**src/rtl/calculadora_pkg.sv**
```systemverilog
// rtl/calculadora_pkg.sv - shared calculator types: FSM states, key codes, keypad map
package calculadora_pkg;

  typedef enum logic [1:0] {
    SCAN         = 2'd0,
    DEBOUNCE     = 2'd1,
    EMIT         = 2'd2,
    WAIT_RELEASE = 2'd3
  } estado_t;

  localparam logic [3:0] KEY_SUMA   = 4'hA;
  localparam logic [3:0] KEY_RESTA  = 4'hB;
  localparam logic [3:0] KEY_MULT   = 4'hC;
  localparam logic [3:0] KEY_DIV    = 4'hD;
  localparam logic [3:0] KEY_BORRAR = 4'hE;
  localparam logic [3:0] KEY_IGUAL  = 4'hF;

  // Physical keypad layout: rows top to bottom, columns left to right.
  function automatic logic [3:0] codigo_tecla(input logic [1:0] fila, input logic [1:0] col);
    logic [3:0] codigo;
    case ({fila, col})
      4'd0:    codigo = 4'h1;
      4'd1:    codigo = 4'h2;
      4'd2:    codigo = 4'h3;
      4'd3:    codigo = KEY_SUMA;
      4'd4:    codigo = 4'h4;
      4'd5:    codigo = 4'h5;
      4'd6:    codigo = 4'h6;
      4'd7:    codigo = KEY_RESTA;
      4'd8:    codigo = 4'h7;
      4'd9:    codigo = 4'h8;
      4'd10:   codigo = 4'h9;
      4'd11:   codigo = KEY_MULT;
      4'd12:   codigo = KEY_BORRAR;
      4'd13:   codigo = 4'h0;
      4'd14:   codigo = KEY_IGUAL;
      default: codigo = KEY_DIV;
    endcase
    return codigo;
  endfunction

endpackage

```
**src/rtl/divisor_tick.sv**
```systemverilog
// rtl/divisor_tick.sv - free-running one-cycle tick every DIV clocks
module divisor_tick #(
  parameter int DIV = 50000
) (
  input  logic clk,
  input  logic reset,
  output logic tick
);

  localparam int W = (DIV > 1) ? $clog2(DIV) : 1;
  localparam logic [W-1:0] CNT_MAX = W'(DIV - 1);

  logic [W-1:0] cnt;

  always_ff @(posedge clk) begin
    if (reset)
      cnt <= '0;
    else if (cnt == CNT_MAX)
      cnt <= '0;
    else
      cnt <= cnt + 1'b1;
  end

  assign tick = (cnt == CNT_MAX);

endmodule

```
**src/rtl/lector_teclado.sv**
```systemverilog
// rtl/lector_teclado.sv - 4x4 keypad scanner with debounce and per-class key strobes
module lector_teclado #(
  parameter int SCAN_DIV       = 50000,
  parameter int DEBOUNCE_TICKS = 4
) (
  input  logic       clk,
  input  logic       reset,
  input  logic [3:0] row_in,
  output logic [3:0] col_out,
  output logic [3:0] key_code,
  output logic       nuevo_numero,
  output logic       operando_en,
  output logic       igual_en,
  output logic       borrar_en
);
  import calculadora_pkg::*;

  localparam int CW = $clog2(DEBOUNCE_TICKS + 1);
  localparam logic [CW-1:0] CNT_FIN = CW'(DEBOUNCE_TICKS - 1);

  logic          tick;
  logic [3:0]    row_meta, row_sync;
  estado_t       state_q, state_d;
  logic [1:0]    col_q, col_d, row_q, row_d;
  logic [CW-1:0] cnt_q, cnt_d;
  logic [3:0]    key_q, key_d;
  logic [1:0]    fila_baja;

  divisor_tick #(.DIV(SCAN_DIV)) u_tick (
    .clk   (clk),
    .reset (reset),
    .tick  (tick)
  );

  // Rows idle high, so the synchronizer resets to "no key".
  always_ff @(posedge clk) begin
    if (reset) begin
      row_meta <= 4'hF;
      row_sync <= 4'hF;
    end else begin
      row_meta <= row_in;
      row_sync <= row_meta;
    end
  end

  always_comb begin
    fila_baja = 2'd3;
    if (!row_sync[0])      fila_baja = 2'd0;
    else if (!row_sync[1]) fila_baja = 2'd1;
    else if (!row_sync[2]) fila_baja = 2'd2;
  end

  always_ff @(posedge clk) begin
    if (reset) begin
      state_q <= SCAN;
      col_q   <= 2'd0;
      row_q   <= 2'd0;
      cnt_q   <= '0;
      key_q   <= 4'h0;
    end else begin
      state_q <= state_d;
      col_q   <= col_d;
      row_q   <= row_d;
      cnt_q   <= cnt_d;
      key_q   <= key_d;
    end
  end

  always_comb begin
    state_d = state_q;
    col_d   = col_q;
    row_d   = row_q;
    cnt_d   = cnt_q;
    key_d   = key_q;
    case (state_q)
      SCAN: begin
        if (tick) begin
          if (row_sync != 4'hF) begin
            row_d   = fila_baja;
            cnt_d   = '0;
            state_d = DEBOUNCE;
          end else begin
            col_d = col_q + 2'd1;
          end
        end
      end
      DEBOUNCE: begin
        if (tick) begin
          if (!row_sync[row_q]) begin
            if (cnt_q == CNT_FIN) begin
              // key_code is loaded here so it is valid alongside the strobe.
              cnt_d   = '0;
              key_d   = codigo_tecla(row_q, col_q);
              state_d = EMIT;
            end else begin
              cnt_d = cnt_q + 1'b1;
            end
          end else begin
            cnt_d   = '0;
            state_d = SCAN;
          end
        end
      end
      EMIT: begin
        cnt_d   = '0;
        state_d = WAIT_RELEASE;
      end
      WAIT_RELEASE: begin
        if (tick) begin
          if (row_sync == 4'hF) begin
            if (cnt_q == CNT_FIN) begin
              cnt_d   = '0;
              col_d   = col_q + 2'd1;
              state_d = SCAN;
            end else begin
              cnt_d = cnt_q + 1'b1;
            end
          end else begin
            cnt_d = '0;
          end
        end
      end
      default: state_d = SCAN;
    endcase
  end

  always_comb begin
    nuevo_numero = 1'b0;
    operando_en  = 1'b0;
    igual_en     = 1'b0;
    borrar_en    = 1'b0;
    if (state_q == EMIT) begin
      if (key_q <= 4'h9)            nuevo_numero = 1'b1;
      else if (key_q == KEY_IGUAL)  igual_en     = 1'b1;
      else if (key_q == KEY_BORRAR) borrar_en    = 1'b1;
      else                          operando_en  = 1'b1;
    end
  end

  assign col_out  = ~(4'b0001 << col_q);
  assign key_code = key_q;

endmodule
```
**config.mk**
```make
export PLATFORM = sky130hd
export DESIGN_NAME = lector_teclado
export DESIGN_NICKNAME = d
export VERILOG_FILES = /design/src/rtl/calculadora_pkg.sv /design/src/rtl/divisor_tick.sv /design/src/rtl/lector_teclado.sv
export SDC_FILE = /design/constraint.sdc
export NUM_CORES = 1
export LEC_CHECK = 0
export BUFFER_PORTS_ARGS = -buffer_cell sky130_fd_sc_hd__buf_2
export CORE_MARGIN = 2
export CORE_UTILIZATION = 60
export CTS_BUF_LIST = sky130_fd_sc_hd__clkbuf_2 sky130_fd_sc_hd__clkbuf_4 sky130_fd_sc_hd__clkbuf_8
export DETAILED_ROUTE_END_ITERATION = 16
export PLACE_DENSITY = 0.86
export SYNTH_ARGS = -nofsm -noshare
export SYNTH_HDL_FRONTEND = slang
export SYNTH_SLANG_ARGS = --single-unit
```
**constraint.sdc**
```tcl
create_clock -name clk -period 2.55 [get_ports clk]
set_clock_uncertainty 0.1 [all_clocks]
set_input_delay 0 -clock clk [delete_from_list [all_inputs] [get_ports clk]]
set_output_delay 0 -clock clk [all_outputs]
set_load 0.05 [all_outputs]
```
==> results.yml, run 1 <==
clock_network:
  clock_sinks: 37
  cts.repair.resized: 0
  worstSkewPairLatency_ps: 350
  postCtsSetupBuffers: 0
  cts_tree: "yes"
  root_buffer: "clkbuf_4"
  holdBufCountCts: 5
  cts_buffers: 5
  clkSlewWorstSetupHoldPaths_ps: 110
  htree_levels: 2
  cts.path.max_buffers: 2
worst_setup_path:
  cp_top_family: "simple AND/OR/NAND/NOR gates"
  crit_slowest_cell: "or4_4"
  start_kind: "flop"
  cp.buffers_inverters: 0
  slowest_delay_ps: 600
  crit_required_ps: 2690
  crit_chain: "or4b_1 > or4_4 > nor4_4 > mux2_2"
  worstPathMaxFanout: 6
  path_class: "reg -> reg"
  reg2regPathDepth: 4
  cp-end-kind: "flop"
  crit_cells: 4
  crit_arrival_ps: 2520
power_and_ir_drop:
  cellLeakagePower_nw: 0.793
  ir_worst_vdd_v: 0.000419
  cellPowerDensity_nw_per_um2: 534
grt:
  grt_overflow: 0
  track_usage: 0.209
  grt_pass1_wl_um: 5490
  grt_max_degree: 30
  grt_pass1_vias: 1340
  antenna_found_initial: 0
synthesis:
  postSynthCellCount: 208
  ys_seq_area_frac: 0.393
  synth_edf_count: 0
  synth_top_area_cell: "dfxtp_1"
  ys_ff_latch: 37
  async_reset_ff_frac: 0
  synth_area_leaders: "dfxtp_1 (39%), nor2_1 (5.8%), ha_1 (5.3%), xnor2_1 (5.1%), or2_2 (3.6%)"
  synth-warning-count: 0
  yosysTopAreaCellShare: 0.393
  syn_area_per_cell_um2: 9.07
  synth_nets: 222
  synth_area_um2: 1890
  synth.distinct_cells: 43
  yosys_most_used_dff: "dfxtp_1"
status:
  status: "complete, no violations"
place:
  hpwl_um: 2320
  io_buffers: 17
  gp_congestion: 0.834
layout:
  drive_gt1_frac: 0.214
  n_antenna_cell: 0
  area_delta_synth_final_pct: 13.7
  nNetsFinal: 247
  fill_cells: 233
drt:
  wl_um: 3270
  wl_met2_um: 1560
  route.vias.total: 1467
  antenna_left: 0
  drc_errors: 0
  avgViaCountPerCell: 5.28
  routedLengthMet1_um: 1560
  drtIter0Drc: 58
  top_layer: "met4"
  wl_met3_um: 87
  wl_per_cell_um: 11.8
  dr.pass1.iters: 4
floorplan:
  pin_count: 18
  die_y_um: 60.1
  row_count: 20
  die_x_um: 60.1
  core_um2: 3030
  die_area_um2: 3610
  initial_utilization: 0.623
timing:
  slew_headroom: 0.698
  tns_ps: 0
  period_share: 0.932
  hold_violations: 0
  max_freq_mhz: 421
  slew_violations: 0
  rsz0062_at_grt: "false"
  worst_slew_pin_slew_ps: 452
  fin_crit_ps: 2380
  hold_slack_ps: 261
  finalSetupViolations: 0
worst_hold_path:
  hp-class: "in -> reg"
  worstHoldPathCells: 3
run:
  cap_violations: 0
[worst register-to-register path, delay by kind of cell (launching register included)]
family	cells	cell delay, ps
flops	1	360
simple gates	3	1440
mux	1	380
[per-layer routing]
layer | GRT usage | vias to the layer above
met3 | 0.0649 | 6
met5 | 0 | -
met2 | 0.351 | 22
met1 | 0.239 | 669
met4 | 0.102 | 0
li1 | - | 770
[power by group]
group           total, W  internal, W  switching [W]  leakage (nW)
combinational  0.0000473    0.0000226      0.0000248         0.437
clock           0.000503     0.000303       0.000199        0.0552
sequential      0.000594     0.000588     0.00000689         0.301
total            0.00114     0.000914       0.000231         0.793
[cell type report]
type | instances | area (µm²) | share of cell area
Multi-Input combinational cell | 150 | 1030 | 0.483
Sequential cell | 37 | 741 | 0.346
Timing Repair Buffer | 25 | 158 | 0.0736
Clock inverter | 3 | 65.1 | 0.0304
Tap cell | 44 | 55.1 | 0.0257
Inverter | 14 | 52.6 | 0.0245
Clock buffer | 5 | 37.5 | 0.0175
[worst paths after layout]
| path | start | slack (ps) | end |
|---|---|---|---|
| hold reg to reg | row_meta[0] | 320 | row_sync[0] |
| hold / removal | row_in[3] | 260 | row_meta[3] |
| setup / recovery | u_tick.cnt[11] | 170 | key_code[2] |
| setup reg to reg | u_tick.cnt[11] | 170 | key_code[2] |
[logic make-up (layout without fill, tap and decap cells)]
group	count (synthesis)	count (layout)	share of synthesized area
flip-flops	37	37	0.393
adder cells (fa/ha/maj)	8	8	0.0531
XOR/XNOR	13	13	0.0604
multiplexers	11	11	0.0750
AO/OA/AOI/OAI	27	27	0.0830
AND/OR/NAND/NOR	91	91	0.277
buffers and inverters	21	47	0.0584
[cells in the mapped netlist, drive strengths merged (3+ instances only)]
cell type  instances
a21oi             12
nor2b              5
nor3               3
mux2i              4
dfxtp             37
nand4              7
inv               14
o21ai              8
or2               11
buf                6
nand2b             5
nor4               5
mux2               5
nor2              29
ha                 8
or3                3
xnor2             11
nand3              7
nand2              4
[cell usage in the layout (no fill, tap or decap), types with 4 or more instances in the layout]
| cell type | netlist | final |
|---|---|---|
| xnor2_1 | 11 | 11 |
| nand3_1 | 7 | 7 |
| nor2_1 | 29 | 29 |
| mux2_2 | 5 | 5 |
| a21oi_1 | 12 | 12 |
| nand4_1 | 7 | 7 |
| o21ai_0 | 8 | 8 |
| mux2i_1 | 4 | 4 |
| clkbuf_4 | 0 | 5 |
| inv_1 | 14 | 14 |
| buf_2 | 1 | 17 |
| nand2b_1 | 5 | 5 |
| nand2_1 | 4 | 4 |
| ha_1 | 8 | 8 |
| or2_2 | 11 | 11 |
| nor2b_1 | 5 | 5 |
| dfxtp_1 | 37 | 37 |
| dlygate4sd3_1 | 0 | 5 |
[sequential cells by signal (all words and copies together), names as in the netlist, named ones only]
| register | count |
|---|---|
| u_tick.cnt | 16 |
| key_code | 4 |
| row_meta | 4 |
| cnt_q | 3 |
| row_sync | 4 |
| state_q | 1 |
| row_q | 2 |
| col_q | 2 |
[stage by stage]
stage	utilization	worst slack, ps	cells	area (µm²)	power, W
after floorplan	-	277	208	1890	0.000639
after global placement	0.657	211	265	1990	0.000648
after detailed placement	0.657	186	265	1990	0.000649
after CTS	0.708	174	278	2140	0.00115
after global routing	0.708	89.8	278	2140	0.00119
final	0.708	172	278	2140	0.00114
(Power assumes the default switching activity.)
==> run 2: changes to the inputs <==
CORE_ASPECT_RATIO = 1.4   (was default)
CORE_MARGIN = default   (was 2)
==> results.yml, run 2 (synthesis gave the netlist of run 1 again) <==
status:
  status: "complete, no violations"
worst_setup_path:
  cp.buffers_inverters: 0
  worstPathMaxFanout: 6
  crit_chain: "or4b_1 > or4_4 > nor4_4 > mux2_2"
  slowest_delay_ps: 630
  reg2regPathDepth: 4
  crit_required_ps: 2630
  cp-end-kind: "flop"
  start_kind: "flop"
  crit_slowest_cell: "or4_4"
  crit_cells: 4
  cp_top_family: "simple AND/OR/NAND/NOR gates"
  path_class: "reg -> reg"
  crit_arrival_ps: 2500
drt:
  antenna_left: 0
  drc_errors: 0
  avgViaCountPerCell: 5.66
  wl_um: 3420
  dr.pass1.iters: 4
  drtIter0Drc: 34
  route.vias.total: 1523
  wl_per_cell_um: 12.7
power_and_ir_drop:
  power_frac_seq: 0.511
  clkPwrFrac: 0.449
  switching_share: 0.204
  p_sw_w: 0.000237
  p_comb_frac: 0.040
  ir_worst_vdd_v: 0.000585
  intPower_w: 0.000927
  cellLeakagePower_nw: 0.787
  cellPowerDensity_nw_per_um2: 545
place:
  gp_congestion: 0.841
  dp_cells: 257
  io_buffers: 17
  hpwl_um: 2370
  placed_cell_area_um2: 1970
  dpl_worst_slack_ps: 171
timing:
  worst_slew_pin_slew_ps: 437
  finalSetupViolations: 0
  slew_headroom: 0.709
  tns_ps: 0
  postLayoutSetupSlackWorst_ps: 130
  fin_crit_ps: 2420
  period_share: 0.949
  slew_violations: 0
  rsz0062_at_grt: "false"
  hold_violations: 0
  max_freq_mhz: 413
grt:
  grt_pass1_wl_um: 5930
  grt_pass1_vias: 1458
  grt_overflow: 0
  grt_max_degree: 30
  track_usage: 0.238
  antenna_found_initial: 0
floorplan:
  initial_utilization: 0.642
  row_count: 23
  die_y_um: 68.3
  die_x_um: 49.4
  pin_count: 18
  die_area_um2: 3370
  core_um2: 2940
run:
  cap_violations: 0
clock_network:
  clkSlewWorstSetupHoldPaths_ps: 70
  clock_sinks: 37
  worstSkewPairLatency_ps: 290
  cts.repair.resized: 0
  cts_tree: "yes"
  postCtsSetupBuffers: 0
  cts.path.max_buffers: 2
  htree_levels: 2
  root_buffer: "clkbuf_8"
  cts_buffers: 5
layout:
  n_antenna_cell: 0
  final_area_um2: 2130
  nNetsFinal: 245
  largest_reg_flops: 16
  final_cell_count_no_fill: 269
  area_delta_synth_final_pct: 13.2
  layout_commonest_cell: "dfxtp_1"
  top_register: "u_tick.cnt"
  layout_common_cells: "dfxtp_1 (37), nor2_1 (29), buf_2 (17)"
  drive_gt1_frac: 0.211
worst_hold_path:
  worstHoldPathCells: 2
  hp-class: "in -> reg"
## run 2: worst paths after layout
check                                    start       endpoint  slack [ps]
worst min register to register     row_meta[3]    row_sync[3]         310
worst max register to register  u_tick.cnt[11]    key_code[2]         130
worst max-delay path            u_tick.cnt[11]    key_code[2]         130
worst min-delay path                     reset  u_tick.cnt[2]          30
## run 2: cell type report
class	count	area (µm²)
inverters	14	52.6
multi-input cells	150	1030
well taps	37	46.3
fillers	231	801
clock inverters	2	37.5
repair buffers	23	140
clock buffers	6	82.6
flip-flops and latches	37	741
## run 2: power groups by stage
| stage | Clock, W | Sequential, W | Combinational, W |
|---|---|---|---|
| global placement | 0 | 0.000607 | 0.0000408 |
| finish | 0.000523 | 0.000594 | 0.0000469 |
| detailed placement | 0 | 0.000607 | 0.0000417 |
| floorplan | 0 | 0.000606 | 0.0000333 |
| CTS | 0.000536 | 0.000594 | 0.0000470 |
| global route | 0.000563 | 0.000595 | 0.0000528 |
## run 2: repair_timing
action,in CTS,in global routing
hold buffers,4,0
endpoints found under the hold margin,4,0
setup endpoints to repair,0,0
## run 2: layer usage
metal / global-route usage / up-vias / part of all wire
li1: - / 763 / -
met5: 0 / - / 0
met4: 0.157 / 0 / 0.041
met1: 0.213 / 718 / 0.40
met3: 0.0622 / 13 / 0.033
met2: 0.469 / 29 / 0.53
## run 2: metrics by stage
step | utilization | total power [W] | hold WS, ps
floorplan | - | 0.000639 | 3.81
global placement | 0.673 | 0.000648 | 82.2
detailed placement | 0.673 | 0.000649 | 84.8
CTS | 0.727 | 0.00118 | 24.2
global route | 0.727 | 0.00121 | 49.1
finish | 0.727 | 0.00116 | 25.9
